## src/rtl/dbg_pkg.sv

```systemverilog
// dbg_pkg: seven-segment constants, hex-to-segment decoder and BCD digit count shared by the debug display
package dbg_pkg;
  localparam logic [6:0] SEG_BLANK = 7'h7F;
  localparam logic [6:0] SEG_DASH = 7'h3F;
  localparam int BCD_DIGITS = 5;
  function automatic logic [6:0] hex2seg(input logic [3:0] h);
    case (h)
      4'h0: return 7'h40;
      4'h1: return 7'h79;
      4'h2: return 7'h24;
      4'h3: return 7'h30;
      4'h4: return 7'h19;
      4'h5: return 7'h12;
      4'h6: return 7'h02;
      4'h7: return 7'h78;
      4'h8: return 7'h00;
      4'h9: return 7'h10;
      4'hA: return 7'h08;
      4'hB: return 7'h03;
      4'hC: return 7'h46;
      4'hD: return 7'h21;
      4'hE: return 7'h06;
      default: return 7'h0E;
    endcase
  endfunction
endpackage

```

## src/rtl/bin2bcd_seq.sv

```systemverilog
// bin2bcd_seq: sequential double-dabble, one load cycle then 16 shift/add-3 cycles; only built with DBG_SSD_BCD_EN
`ifdef DBG_SSD_BCD_EN
module bin2bcd_seq
  import dbg_pkg::*;
(
  input  logic                    clk,
  input  logic                    rst,
  input  logic                    start,
  input  logic [15:0]             bin,
  output logic [4*BCD_DIGITS-1:0] bcd,
  output logic                    busy
);
  logic [15:0] sh;
  logic [4*BCD_DIGITS-1:0] acc, adj;
  logic [4:0] cnt;
  // add 3 to every BCD digit of 5 or more ahead of the shift
  always_comb begin
    adj = acc;
    for (int i = 0; i < BCD_DIGITS; i++)
      adj[4*i +: 4] = acc[4*i +: 4] >= 4'd5 ? acc[4*i +: 4] + 4'd3 : acc[4*i +: 4];
  end
  // cnt 0 loads the operand, cnt 1..16 shift; the result is published on the edge busy falls
  always_ff @(posedge clk) begin
    if (rst) begin
      busy <= 1'b0;
      cnt <= '0;
      sh <= '0;
      acc <= '0;
      bcd <= '0;
    end else if (start) begin
      busy <= 1'b1;
      cnt <= '0;
    end else if (busy) begin
      cnt <= cnt + 5'd1;
      if (cnt == 5'd0) begin
        sh <= bin;
        acc <= '0;
      end else begin
        {acc, sh} <= {adj[4*BCD_DIGITS-2:0], sh, 1'b0};
        if (cnt == 5'd16) begin
          busy <= 1'b0;
          bcd <= {adj[4*BCD_DIGITS-2:0], sh[15]};
        end
      end
    end
  end
endmodule
`endif

```

## src/rtl/dbg_ssd_scanner.sv

```systemverilog
// dbg_ssd_scanner: per-frame channel snapshot scanned onto a multiplexed 7-seg display; decimal mode needs DBG_SSD_BCD_EN
module dbg_ssd_scanner
  import dbg_pkg::*;
#(
  parameter int NUM_DIGITS  = 4,
  parameter int DATA_W      = 32,
  parameter int NUM_CH      = 32,
  parameter int REFRESH_DIV = 100000,
  parameter int SEL_W       = $clog2(NUM_CH),
  parameter int PAGE_W      = (DATA_W / (4 * NUM_DIGITS)) > 1 ? $clog2(DATA_W / (4 * NUM_DIGITS)) : 1
) (
  input  logic                     clk,
  input  logic                     rst,
  input  logic [SEL_W-1:0]         sel,
  input  logic [PAGE_W-1:0]        page,
  input  logic                     dec_mode,
  input  logic [NUM_CH*DATA_W-1:0] ch_data,
  output logic [NUM_DIGITS-1:0]    annode,
  output logic [6:0]               cathod,
  output logic                     busy
);
  localparam int DIV_W = $clog2(REFRESH_DIV);
  localparam int DIG_W = NUM_DIGITS > 1 ? $clog2(NUM_DIGITS) : 1;
  localparam int NIBS = DATA_W / 4;
  logic [DIV_W-1:0] div;
  logic [DIG_W-1:0] dig;
  logic [DATA_W-1:0] snap, snap_nx, chan;
  logic [PAGE_W-1:0] page_q, page_nx;
  logic dec_q, dec_nx, tick, frame, ovf;
  logic [3:0] nib, bd;
  logic [6:0] seg;
  logic [4*BCD_DIGITS-1:0] bcd;
  // dig names the digit presented at the next tick, so a tick with dig 0 opens a frame
  assign tick = div == DIV_W'(REFRESH_DIV - 1);
  assign frame = tick && dig == '0;
  assign snap_nx = frame ? chan : snap;
  assign page_nx = frame ? page : page_q;
  assign ovf = |(bcd >> (4 * NUM_DIGITS));
`ifdef DBG_SSD_BCD_EN
  assign dec_nx = frame ? dec_mode : dec_q;
  bin2bcd_seq u_bcd (
    .clk  (clk),
    .rst  (rst),
    .start(frame),
    .bin  (snap[15:0]),
    .bcd  (bcd),
    .busy (busy)
  );
`else
  logic unused_dec;
  assign unused_dec = dec_mode ^ dec_q;
  assign dec_nx = 1'b0;
  assign bcd = '0;
  assign busy = 1'b0;
`endif
  // channel mux; selects past NUM_CH read as zero
  always_comb begin
    chan = '0;
    for (int k = 0; k < NUM_CH; k++)
      if (sel == SEL_W'(k)) chan = ch_data[k*DATA_W +: DATA_W];
  end
  // hex nibble and BCD digit for the digit about to be shown, using the values latched this tick
  always_comb begin
    nib = '0;
    bd = '0;
    for (int i = 0; i < NIBS; i++)
      if (int'(page_nx) * NUM_DIGITS + int'(dig) == i) nib = snap_nx[4*i +: 4];
    for (int i = 0; i < BCD_DIGITS; i++)
      if (int'(dig) == i) bd = bcd[4*i +: 4];
    seg = !dec_nx ? hex2seg(nib) : ovf && dig == DIG_W'(NUM_DIGITS - 1) ? SEG_DASH : hex2seg(bd);
  end
  // refresh divider, scan counter, frame snapshot and registered display outputs
  always_ff @(posedge clk) begin
    if (rst) begin
      div <= '0;
      dig <= '0;
      snap <= '0;
      page_q <= '0;
      dec_q <= 1'b0;
      annode <= '1;
      cathod <= SEG_BLANK;
    end else begin
      div <= tick ? '0 : div + 1'b1;
      if (tick) begin
        dig <= dig == DIG_W'(NUM_DIGITS - 1) ? '0 : dig + 1'b1;
        snap <= snap_nx;
        page_q <= page_nx;
        dec_q <= dec_nx;
        annode <= ~(NUM_DIGITS'(1) << dig);
        cathod <= seg;
      end
    end
  end
endmodule

```

## config.mk

```make
export PLATFORM = sky130hd
export DESIGN_NAME = dbg_ssd_scanner
export DESIGN_NICKNAME = d
export VERILOG_FILES = /design/src/rtl/dbg_pkg.sv /design/src/rtl/bin2bcd_seq.sv /design/src/rtl/dbg_ssd_scanner.sv
export SDC_FILE = /design/constraint.sdc
export NUM_CORES = 1
export LEC_CHECK = 0
export CELL_PAD_IN_SITES_DETAIL_PLACEMENT = 1
export CELL_PAD_IN_SITES_GLOBAL_PLACEMENT = 1
export CORE_AREA = 2 2 402 404
export CTS_CLUSTER_SIZE = 25
export DETAILED_ROUTE_END_ITERATION = 7
export DIE_AREA = 0 0 404 406
export PLACE_DENSITY = 0.44
export SLEW_MARGIN = 10
export SYNTH_ARGS = -nofsm -noshare
export SYNTH_HDL_FRONTEND = slang
export SYNTH_SLANG_ARGS = --single-unit
```

## constraint.sdc

```tcl
create_clock -name clk -period 6.3 [get_ports clk]
set_clock_uncertainty 0.2 [all_clocks]
set_input_delay 1.575 -clock clk [delete_from_list [all_inputs] [get_ports clk]]
set_output_delay 1.575 -clock clk [all_outputs]
set_load 0.03 [all_outputs]
```

==> results of run 1 <==
through the flow:
| step | utilization [%] | total power (W) | setup TNS (ps) | hold slack (ps) |
|---|---|---|---|---|
| after floorplan | - | 0.000903 | 0 | 226 |
| after global placement | 18.9 | 0.00235 | -532 | 246 |
| after detailed placement | 18.9 | 0.00235 | -268 | 253 |
| after CTS | 19.1 | 0.00291 | 0 | 264 |
| after global routing | 19.1 | 0.00299 | 0 | 283 |
| final | 19.1 | 0.00289 | 0 | 265 |
worst register-to-register path: cells and delay by family, from the launching register on:
kind	cells	cell delay (ps)
flops	1	380
simple gates	5	1510
fa+ha+maj	2	560
compound gates	4	1020
buf+inv	4	860
how the worst max path moves through the flow:
stage / slack (ps) / cells after the start / startpoint / to
3_5_place_dp: -140 / 19 / sel[2] / cathod[3]$_SDFFE_PP1N_
5_1_grt: 10 / 19 / sel[2] / cathod[3]$_SDFFE_PP1N_
2_1_floorplan: 990 / 17 / sel[4] / cathod[3]$_SDFFE_PP1N_
4_1_cts: 220 / 19 / sel[3] / cathod[3]$_SDFFE_PP1N_
6_report: 270 / 19 / sel[2] / cathod[3]$_SDFFE_PP1N_
3_3_place_gp: -210 / 19 / sel[2] / cathod[3]$_SDFFE_PP1N_
power breakdown:
| part | switching [W] | internal, W | total (W) |
|---|---|---|---|
| sequential | 0.00000167 | 0.000400 | 0.000401 |
| clock | 0.000227 | 0.000320 | 0.000547 |
| combinational | 0.000977 | 0.000965 | 0.00194 |
| total | 0.00121 | 0.00168 | 0.00289 |
final cells by class:
type / count / area (sq um) / share of cell area [%]
Antenna cell: 35 / 87.6 / 0.287
Clock buffer: 10 / 239 / 0.782
Clock inverter: 6 / 68.8 / 0.225
Inverter: 26 / 101 / 0.332
Multi-Input combinational cell: 1772 / 11900 / 38.8
Sequential cell: 63 / 1260 / 4.13
Tap cell: 2086 / 2610 / 8.54
Timing Repair Buffer: 1473 / 14300 / 46.9
layer usage:
metal,track usage [%],vias to the layer above,part of all wire (%)
met5,0,-,0.17
met3,5.46,271,6.2
met4,8.09,62,3.3
met1,33.3,12600,42
met2,45.1,1265,48
li1,-,10800,-
registers in the layout (all words and copies together), names as in the netlist:
| signal | count |
|---|---|
| annode | 4 |
| cathod | 7 |
| dig | 2 |
| div | 17 |
| page_q | 1 |
| snap | 32 |
placed cells by master, fill, tap and decap left out, drive strengths merged, types with 16 or more instances in the layout:
| cell type | netlist | layout |
|---|---|---|
| o211ai | 40 | 40 |
| nand2b | 32 | 32 |
| a31oi | 28 | 28 |
| a21oi | 199 | 199 |
| nor2 | 191 | 191 |
| and3 | 21 | 21 |
| mux4 | 18 | 18 |
| o31ai | 18 | 18 |
| a211oi | 34 | 34 |
| a22oi | 51 | 51 |
| o221ai | 31 | 31 |
| nand4 | 19 | 19 |
| o32ai | 16 | 16 |
| o22ai | 79 | 79 |
| nor2b | 25 | 25 |
| buf | 124 | 436 |
| dfxtp | 63 | 63 |
| mux2i | 86 | 86 |
| a221oi | 39 | 39 |
| nor3 | 47 | 47 |
| nand2 | 162 | 162 |
| o21ai | 173 | 173 |
| clkdlybuf4s50 | 0 | 1037 |
| inv | 23 | 24 |
| diode | 0 | 35 |
| nand3 | 69 | 69 |
| mux2 | 38 | 38 |
kinds of logic after synthesis:
kind of cell / synth area share, %
other: 0.0264
AND/OR/NAND/NOR: 25.0
adder cells (fa/ha/maj): 0.969
AO/OA/AOI/OAI: 43.6
flip-flops: 8.88
multiplexers: 11.9
buffers and inverters: 8.67
XOR/XNOR: 0.925
==> impl_metrics.csv, run 1 <==
group,metric,value,unit
outcome,status,"finished, final reports clean",
worst_setup_path,max_stage_delay,610,ps
placement,place_ws,-135,ps
route,drt_iter0_drc,2367,
power,power.density,94.6,nW/um^2
route,post_drt_via_cell_ratio,4.57,
finish,design_area,30600,sq um
clock_tree,cts_sinks,63,
clock_tree,post-cts-setup-buffers,0,
hold_path,holdPathStages,2,
clock_tree,htreeDepth,3,
timing,min_period,6030,ps
die,io_pins,1045,
finish,final_nets,4389,
worst_setup_path,arrival,6060,ps
clock_tree,clock-root-buffer,"clkbuf_16",
clock_tree,clk_latency,350,ps
die,die_width,404,um
power,total_leakage_power,10.9,nW
timing,rsz0062_at_grt,"false",
finish,fill_cells,19000,
worst_setup_path,critPathMostFrequentCell,"buf_4",
clock_tree,clk_pin_slew,70,ps
placement,gp_congestion,0.921,
worst_setup_path,timing.rr.start,"div[0]$_SDFF_PP0_",
synth,ys_seq_elements,63,
synth,synth_ff_type,"dfxtp_1",
die,start_util,8.90,%
synth,synth_area_leader_cell,"dfxtp_1",
global_routing,grt-ovfl-total,0,
clock_tree,tritoncts,"yes",
global_routing,grt_start_max_net_pins,69,
route,vias,25000,
global_routing,grt_pass1_vias,25500,
timing,worst_slack,274,ps
finish,final-instance-count-excl-fill,5471,
global_routing,grt_pass1_wl,282000,um
timing,relSlewSlack,26.9,%
worst_setup_path,crit_slowest_cell,"or4b_2",
worst_setup_path,crit_type,"in -> reg",
timing,fmaxAchievable,166,MHz
hold_path,whs_endpoint,"snap[6]$_SDFFE_PP0N_",
placement,place_area,30200,sq um
timing,hold_viol,0,
worst_setup_path,r2r_end,"cathod[3]$_SDFFE_PP1N_",
die,std_cell_rows,147,
die,die_y,406,um
die,dieArea,164000,sq um
synth,avgSynthCellArea,6.83,sq um
placement,portBuffers,1042,
global_routing,grt_usage,26.5,%
worst_setup_path,critPathCaptureType,"register",
synth,yosys-top-cells-count,"198 x a21oi_1, 191 x nor2_1, 162 x o21ai_0, 161 x nand2_1, 92 x clkbuf_1",
clock_tree,hold_buffers,0,
route,drc,0,
route,wl,228000,um
worst_setup_path,worst_setup_path_start_kind,"input pin",
global_routing,antenna_found_initial,116,
hold_path,hold_class,"reg -> reg",
clock_tree,ctsLongestPathBuffers,2,
timing,tightest_slew,1090,ps
timing,finalCritPeriodShare,95.7,%
synth,ys_async_sr_fraction,0,%
synth,synth_area_leaders,"dfxtp_1 8.9%, a21oi_1 7.0%, mux2i_1 6.1%, o21ai_0 5.7%, nor2_1 5.0%",
synth,syn_area,14200,sq um
synth,synth.most_common_cell,"a21oi_1",
placement,dp_hpwl,198000,um
synth,synth_top_area_share,8.88,%
synth,synth_warnings,0,
worst_setup_path,crit_chain,"buf_6 -> buf_4 -> or4b_2 -> buf_4 -> a21oi_1 -> a31oi_1 -> o31ai_1 -> buf_4 -> a21oi_1 -> buf_4 -> o21ai_0 -> a221o_1 -> a32o_1 -> o211a_2 -> inv_2 -> ha_1 -> o21ai_0 -> o211ai_1 -> a311o_1",
worst_setup_path,cpLargestDelayFamily,"compound AO/OA/AOI/OAI gates",
synth,syn_nets,3122,
worst_setup_path,ff2ff_path_depth,15,
finish,drive_above_1_share,17.1,%
route,drt_first_pass_iters,5,
clock_tree,cts_resized,0,
synth,synthCells,2078,
route,drt-wirelength-per-cell,41.6,um
timing,setup_viol,0,
placement,dpl.cell_count,5420,
synth,synth_edf_count,0,
clock_tree,cts_inserted_buffers,9,
synth,yosys.cell_types.count,102,
route,ant_nets,0,
finish,area_growth,115,%
run,maxCapViolCount,0,
power,ir_drop,0.0000949,V
worst_setup_path,cp_num_buf_inv,6,
die,core,160000,sq um
synth,seq_area_frac_synth,8.88,%
hold_path,worstHoldStart,"snap[6]$_SDFFE_PP0N_",
timing,slew_viol_final,0,
worst_setup_path,critPathRequiredTime,6340,ps
worst_setup_path,r2r_setup_slack,1670,ps
worst_setup_path,path_max_fanout,33,
(Power assumes the default switching activity.)
==> inputs of run 2 (changes only) <==
Settings changed: GPL_ROUTABILITY_DRIVEN set to 0.
==> impl_metrics.csv, run 2 (synthesis results as in run 1) <==
group,metric,value,unit
outcome,status,"finished, final reports clean",
clock_tree,htreeDepth,3,
global_routing,grt_pass1_wl,282000,um
run,maxCapViolCount,0,
timing,finalCritPeriodShare,97.9,%
clock_tree,clk_latency,350,ps
clock_tree,tritoncts,"yes",
timing,tightest_slew,1200,ps
global_routing,grt_pass1_vias,26000,
clock_tree,clock-root-buffer,"clkbuf_16",
finish,final_cell_mix,"1037 x clkdlybuf4s50_1, 364 x buf_4, 198 x a21oi_1",
power,seq_power_share,13.9,%
clock_tree,hold_buffers,0,
global_routing,grt-ovfl-total,0,
worst_setup_path,arrival,6200,ps
die,core,160000,sq um
route,ant_nets,0,
finish,drive_above_1_share,16.8,%
hold_path,holdPathStages,1,
route,met1_length,95900,um
placement,place_ws,-507,ps
route,vias,25300,
die,die_y,406,um
timing,rsz0062_at_grt,"false",
power,p_clk_share,18.8,%
hold_path,hold_class,"reg -> reg",
worst_setup_path,path_max_fanout,21,
power,power.switching,0.00119,W
finish,largest_registers,"snap x32, div x17, cathod x7",
finish,area_growth,114,%
power,switching_share,41.5,%
finish,fill_cells,18900,
worst_setup_path,critPathCaptureType,"register",
power,ir_drop,0.0000739,V
worst_setup_path,worst_setup_path_start_kind,"input pin",
timing,setup_viol,0,
die,start_util,8.90,%
route,highest_layer,"met5",
die,io_pins,1045,
route,routed-wl-met2,109000,um
route,drc,0,
clock_tree,cts_sinks,63,
power,internal_power,0.00169,W
route,drt_iter0_drc,2233,
worst_setup_path,ff2ff_path_depth,13,
global_routing,grt_usage,26.4,%
timing,worst_slack,131,ps
die,dieArea,164000,sq um
placement,portBuffers,1042,
route,post_drt_via_cell_ratio,4.63,
die,die_width,404,um
power,p_comb_share,67.3,%
clock_tree,clk_pin_slew,60,ps
timing,fin_tns_setup,0,ps
timing,min_period,6170,ps
route,drt_first_pass_iters,5,
timing,slew_viol_final,0,
die,std_cell_rows,147,
route,drt-wirelength-per-cell,41.6,um
finish,largest_reg_flops,32,
timing,hold_viol,0,
timing,fmaxAchievable,162,MHz
power,total_leakage_power,10.9,nW
placement,dp_hpwl,197000,um
worst_setup_path,critPathRequiredTime,6330,ps
route,wl,227000,um
route,wl_met3,14600,um
timing,relSlewSlack,19.3,%
power,power.density,94.6,nW/um^2
finish,final_nets,4373,
global_routing,grt_start_max_net_pins,71,
clock_tree,post-cts-setup-buffers,0,
finish,layout_commonest_cell,"clkdlybuf4s50_1",
finish,regMostFlops,"snap",
global_routing,antenna_found_initial,114,
clock_tree,ctsLongestPathBuffers,2,
worst_setup_path,crit_type,"in -> reg",
clock_tree,cts_inserted_buffers,9,
run 2: changes by cell type in the layout (fill, tap and decap cells not counted), sizes merged:
| cell | change |
|---|---|
| buf | -16 |
| clkinvlp | +1 |
| diode | +1 |
| clkbuf | +2 |
| inv | -1 |
| clkinv | -2 |
run 2: worst paths after layout:
check                    start                endpoint  slack, ps
min reg2reg  div[0]$_SDFF_PP0_       div[0]$_SDFF_PP0_        260
max reg2reg  div[9]$_SDFF_PP0_  cathod[3]$_SDFFE_PP1N_       1640
max                     sel[2]  cathod[3]$_SDFFE_PP1N_        130
min          div[0]$_SDFF_PP0_       div[0]$_SDFF_PP0_        260
run 2: area by class of cell:
type                       count  area [sq um]  share of cell area [%]
clock inverter                 4          53.8                   0.177
tap                         2086          2610                    8.57
multi-input combinational   1772         11900                    39.0
timing repair buffer        1457         14200                    46.7
sequential                    63          1260                    4.14
clock buffer                  12           256                   0.842
antenna                       36          90.1                   0.296
inverter                      26           101                   0.333
run 2: worst max-delay path, stage by stage:
cell,delay (ps)
buf_6,280
buf_4,280
buf_4,160
nor3b_4,210
buf_12,240
nand2_1,180
o22ai_1,210
a21oi_1,100
o31ai_1,290
buf_4,200
o2111ai_1,300
a221oi_1,590
buf_4,200
o21bai_1,190
o211a_2,260
inv_2,60
ha_1,210
o21ai_0,80
o211ai_1,130
a311o_1,370
run 2: metal layers:
metal,global-route usage [%],up-vias
li1,-,10700
met1,33.3,12900
met2,45.4,1321
met3,5.10,304
met4,7.19,58
met5,0,-
run 2: what timing repair did:
action,CTS,global route
cloned,0,0
setup endpoints to repair,1,1
gates resized for setup,1,2
run 2: per-stage QoR:
stage                     instance area [sq um]  hold slack [ps]  power (W)  instances  util (%)
after detailed placement                  30000              251    0.00234       5404      18.8
after global routing                      30400              283    0.00297       5436      19.0
after global placement                    30000              243    0.00234       5404      18.8
after floorplan                           14200              226   0.000903       2078         -
final                                     30400              261    0.00288       5456      19.1
after CTS                                 30400              265    0.00289       5420      19.0
run 2: power by group through the flow:
stage / clock [W] / sequential [W] / combinational (W)
after detailed placement: 0 / 0.000410 / 0.00193
after floorplan: 0 / 0.000410 / 0.000493
after global placement: 0 / 0.000410 / 0.00193
final: 0.000541 / 0.000401 / 0.00194
after global routing: 0.000570 / 0.000402 / 0.00200
after CTS: 0.000554 / 0.000401 / 0.00194
==> inputs of run 3 (changes only) <==
Settings changed: ABC_AREA set to 1, CORE_AREA 2 2 402 404 to 2 2 409 411, DIE_AREA 0 0 404 406 to 0 0 411 413.
==> impl_metrics.csv, run 3 <==
group,metric,value,unit
finish,area_growth,142,%
power,total_leakage_power,11.2,nW
clock_tree,ctsLongestPathBuffers,2,
finish,final-instance-count-excl-fill,5838,
worst_setup_path,path_max_fanout,7,
worst_setup_path,crit_type,"in -> reg",
finish,fill_cells,20400,
placement,dpl.cell_count,5788,
worst_setup_path,worst_setup_path_start_kind,"input pin",
timing,fmaxAchievable,165,MHz
die,die_y,413,um
synth,seq_area_frac_synth,11.0,%
global_routing,grt-ovfl-total,0,
worst_setup_path,critPathCaptureType,"register",
timing,relSlewSlack,42.4,%
clock_tree,clk_latency,340,ps
die,die_width,411,um
timing,finalCritPeriodShare,96.4,%
finish,largest_reg_flops,32,
clock_tree,tritoncts,"yes",
placement,dp_hpwl,132000,um
synth,syn_area,11500,sq um
route,drc,0,
power,power.density,84.3,nW/um^2
route,drt_first_pass_iters,4,
finish,final_nets,4657,
finish,largest_registers,"snap x32, div x17, cathod x7",
placement,portBuffers,1042,
timing,worst_slack,227,ps
timing,rsz0062_at_grt,"true",
global_routing,grt_pass1_vias,21700,
worst_setup_path,critPathMostFrequentCell,"nand4_1",
synth,synth_top_area_share,31.5,%
worst_setup_path,r2r_setup_slack,1830,ps
route,drt_iter0_drc,950,
finish,drive_above_1_share,13.8,%
finish,regMostFlops,"snap",
timing,hold_viol,0,
synth,yosys.cell_types.count,40,
clock_tree,clk_pin_slew,60,ps
synth,avgSynthCellArea,4.79,sq um
die,start_util,6.92,%
worst_setup_path,cp_num_buf_inv,7,
run,maxCapViolCount,0,
die,core,166000,sq um
finish,fin_util,16.7,%
synth,yosys-top-cells-count,"965 x nand2_1, 352 x nor2_1, 254 x inv_1, 187 x nand4_1, 136 x a21oi_1",
placement,place_ws,-1490,ps
worst_setup_path,critPathRequiredTime,6380,ps
hold_path,worstHoldStart,"div[0]$_SDFF_PP0_",
clock_tree,cts_sinks,63,
worst_setup_path,timing.rr.start,"div[0]$_SDFF_PP0_",
synth,synth_warnings,0,
die,std_cell_rows,150,
clock_tree,clock-root-buffer,"clkbuf_16",
timing,setup_viol,0,
global_routing,grt_start_max_net_pins,60,
global_routing,antenna_found_initial,50,
route,wl,147000,um
route,vias,20500,
synth,ys_async_sr_fraction,0,%
route,post_drt_via_cell_ratio,3.52,
timing,min_period,6070,ps
synth,synth.most_common_cell,"nand2_1",
finish,final_cell_mix,"1037 x clkdlybuf4s50_1, 946 x nand2_1, 323 x nor2_1",
clock_tree,hold_buffers,0,
route,ant_nets,0,
route,drt-wirelength-per-cell,25.2,um
die,dieArea,170000,sq um
synth,synthCells,2399,
synth,synth_edf_count,0,
synth,synth_ff_type,"dfxtp_1",
worst_setup_path,crit_path_start,"sel[1]",
synth,syn_nets,3443,
global_routing,grt_pass1_wl,189000,um
clock_tree,cts_inserted_buffers,9,
global_routing,grt_usage,16.4,%
clock_tree,htreeDepth,3,
worst_setup_path,max_stage_delay,300,ps
die,io_pins,1045,
synth,ys_seq_elements,63,
synth,synth_area_leaders,"nand2_1 32%, nor2_1 12%, dfxtp_1 11%, nand4_1 10%, inv_1 8.3%",
synth,synth_area_leader_cell,"nand2_1",
outcome,status,"finished, final reports clean",
timing,slew_viol_final,0,
worst_setup_path,arrival,6150,ps
worst_setup_path,crit_slowest_cell,"nand4_1",
power,ir_drop,0.000101,V
timing,tightest_slew,862,ps
hold_path,hold_class,"reg -> reg",
worst_setup_path,cpLargestDelayFamily,"simple AND/OR/NAND/NOR gates",
finish,layout_commonest_cell,"clkdlybuf4s50_1",
## run 3: cell count changes after synthesis, moves of 62 or more
cell     previous run  this run
nand4_1            19       187
inv_1              21       254
mux2i_1            86        10
nor2_1            191       352
o22ai_1            79         4
a21oi_1           198       136
nand2_1           161       965
o21ai_0           162        15
## run 3: cell families after synthesis
group	share of synthesized area [%]
AO/OA/AOI/OAI	9.11
XOR/XNOR	0.229
adder cells (fa/ha/maj)	1.20
buffers and inverters	13.2
flip-flops	11.0
multiplexers	0.872
other	0.0327
AND/OR/NAND/NOR	64.3
## run 3: what timing repair did
item / in CTS / in global routing
pin swaps: 38 / 106
setup buffers: 5 / 14
gates cloned: 0 / 2
gates resized for setup: 81 / 124
setup endpoints to repair: 9 / 7
## run 3: worst paths after layout
| path | endpoint | cells after the start |
|---|---|---|
| setup reg to reg | cathod[4]$_SDFFE_PP1N_ | 24 |
| hold / removal | div[0]$_SDFF_PP0_ | 1 |
| hold reg to reg | div[0]$_SDFF_PP0_ | 1 |
| setup / recovery | cathod[4]$_SDFFE_PP1N_ | 37 |
## run 3: layer usage
metal	global-route usage [%]	wire length, um	vias up
met5	0	82	-
met4	2.89	2140	12
met3	2.47	6740	113
met2	32.8	81400	637
met1	18.0	56600	9728
li1	-	-	10000
## run 3: cell type report
type                    count  area [sq um]  share of cell area (%)
clock buffers              12           256                   0.923
diodes                     17          42.5                   0.153
clock inverters             3          42.5                   0.153
inverters                 273          1050                    3.80
repair buffers           1315         13000                    46.8
well taps                2204          2760                    9.93
multi-input cells        1951          9350                    33.7
flip-flops and latches     63          1260                    4.54
## run 3: power breakdown
group	switching [W]	total [W]	internal, W
sequential	0.000000984	0.000401	0.000400
combinational	0.000619	0.00143	0.000807
clock	0.000191	0.000516	0.000325
## run 3: through the flow
stage	area (sq um)	TNS [ps]	power, W	hold slack (ps)
after floorplan	11500	0	0.000682	218
after global placement	26600	-11370	0.00182	236
after detailed placement	26600	-11640	0.00182	244
after CTS	27200	0	0.00237	258
after global routing	27800	-1010	0.00249	270
final	27800	0	0.00234	252
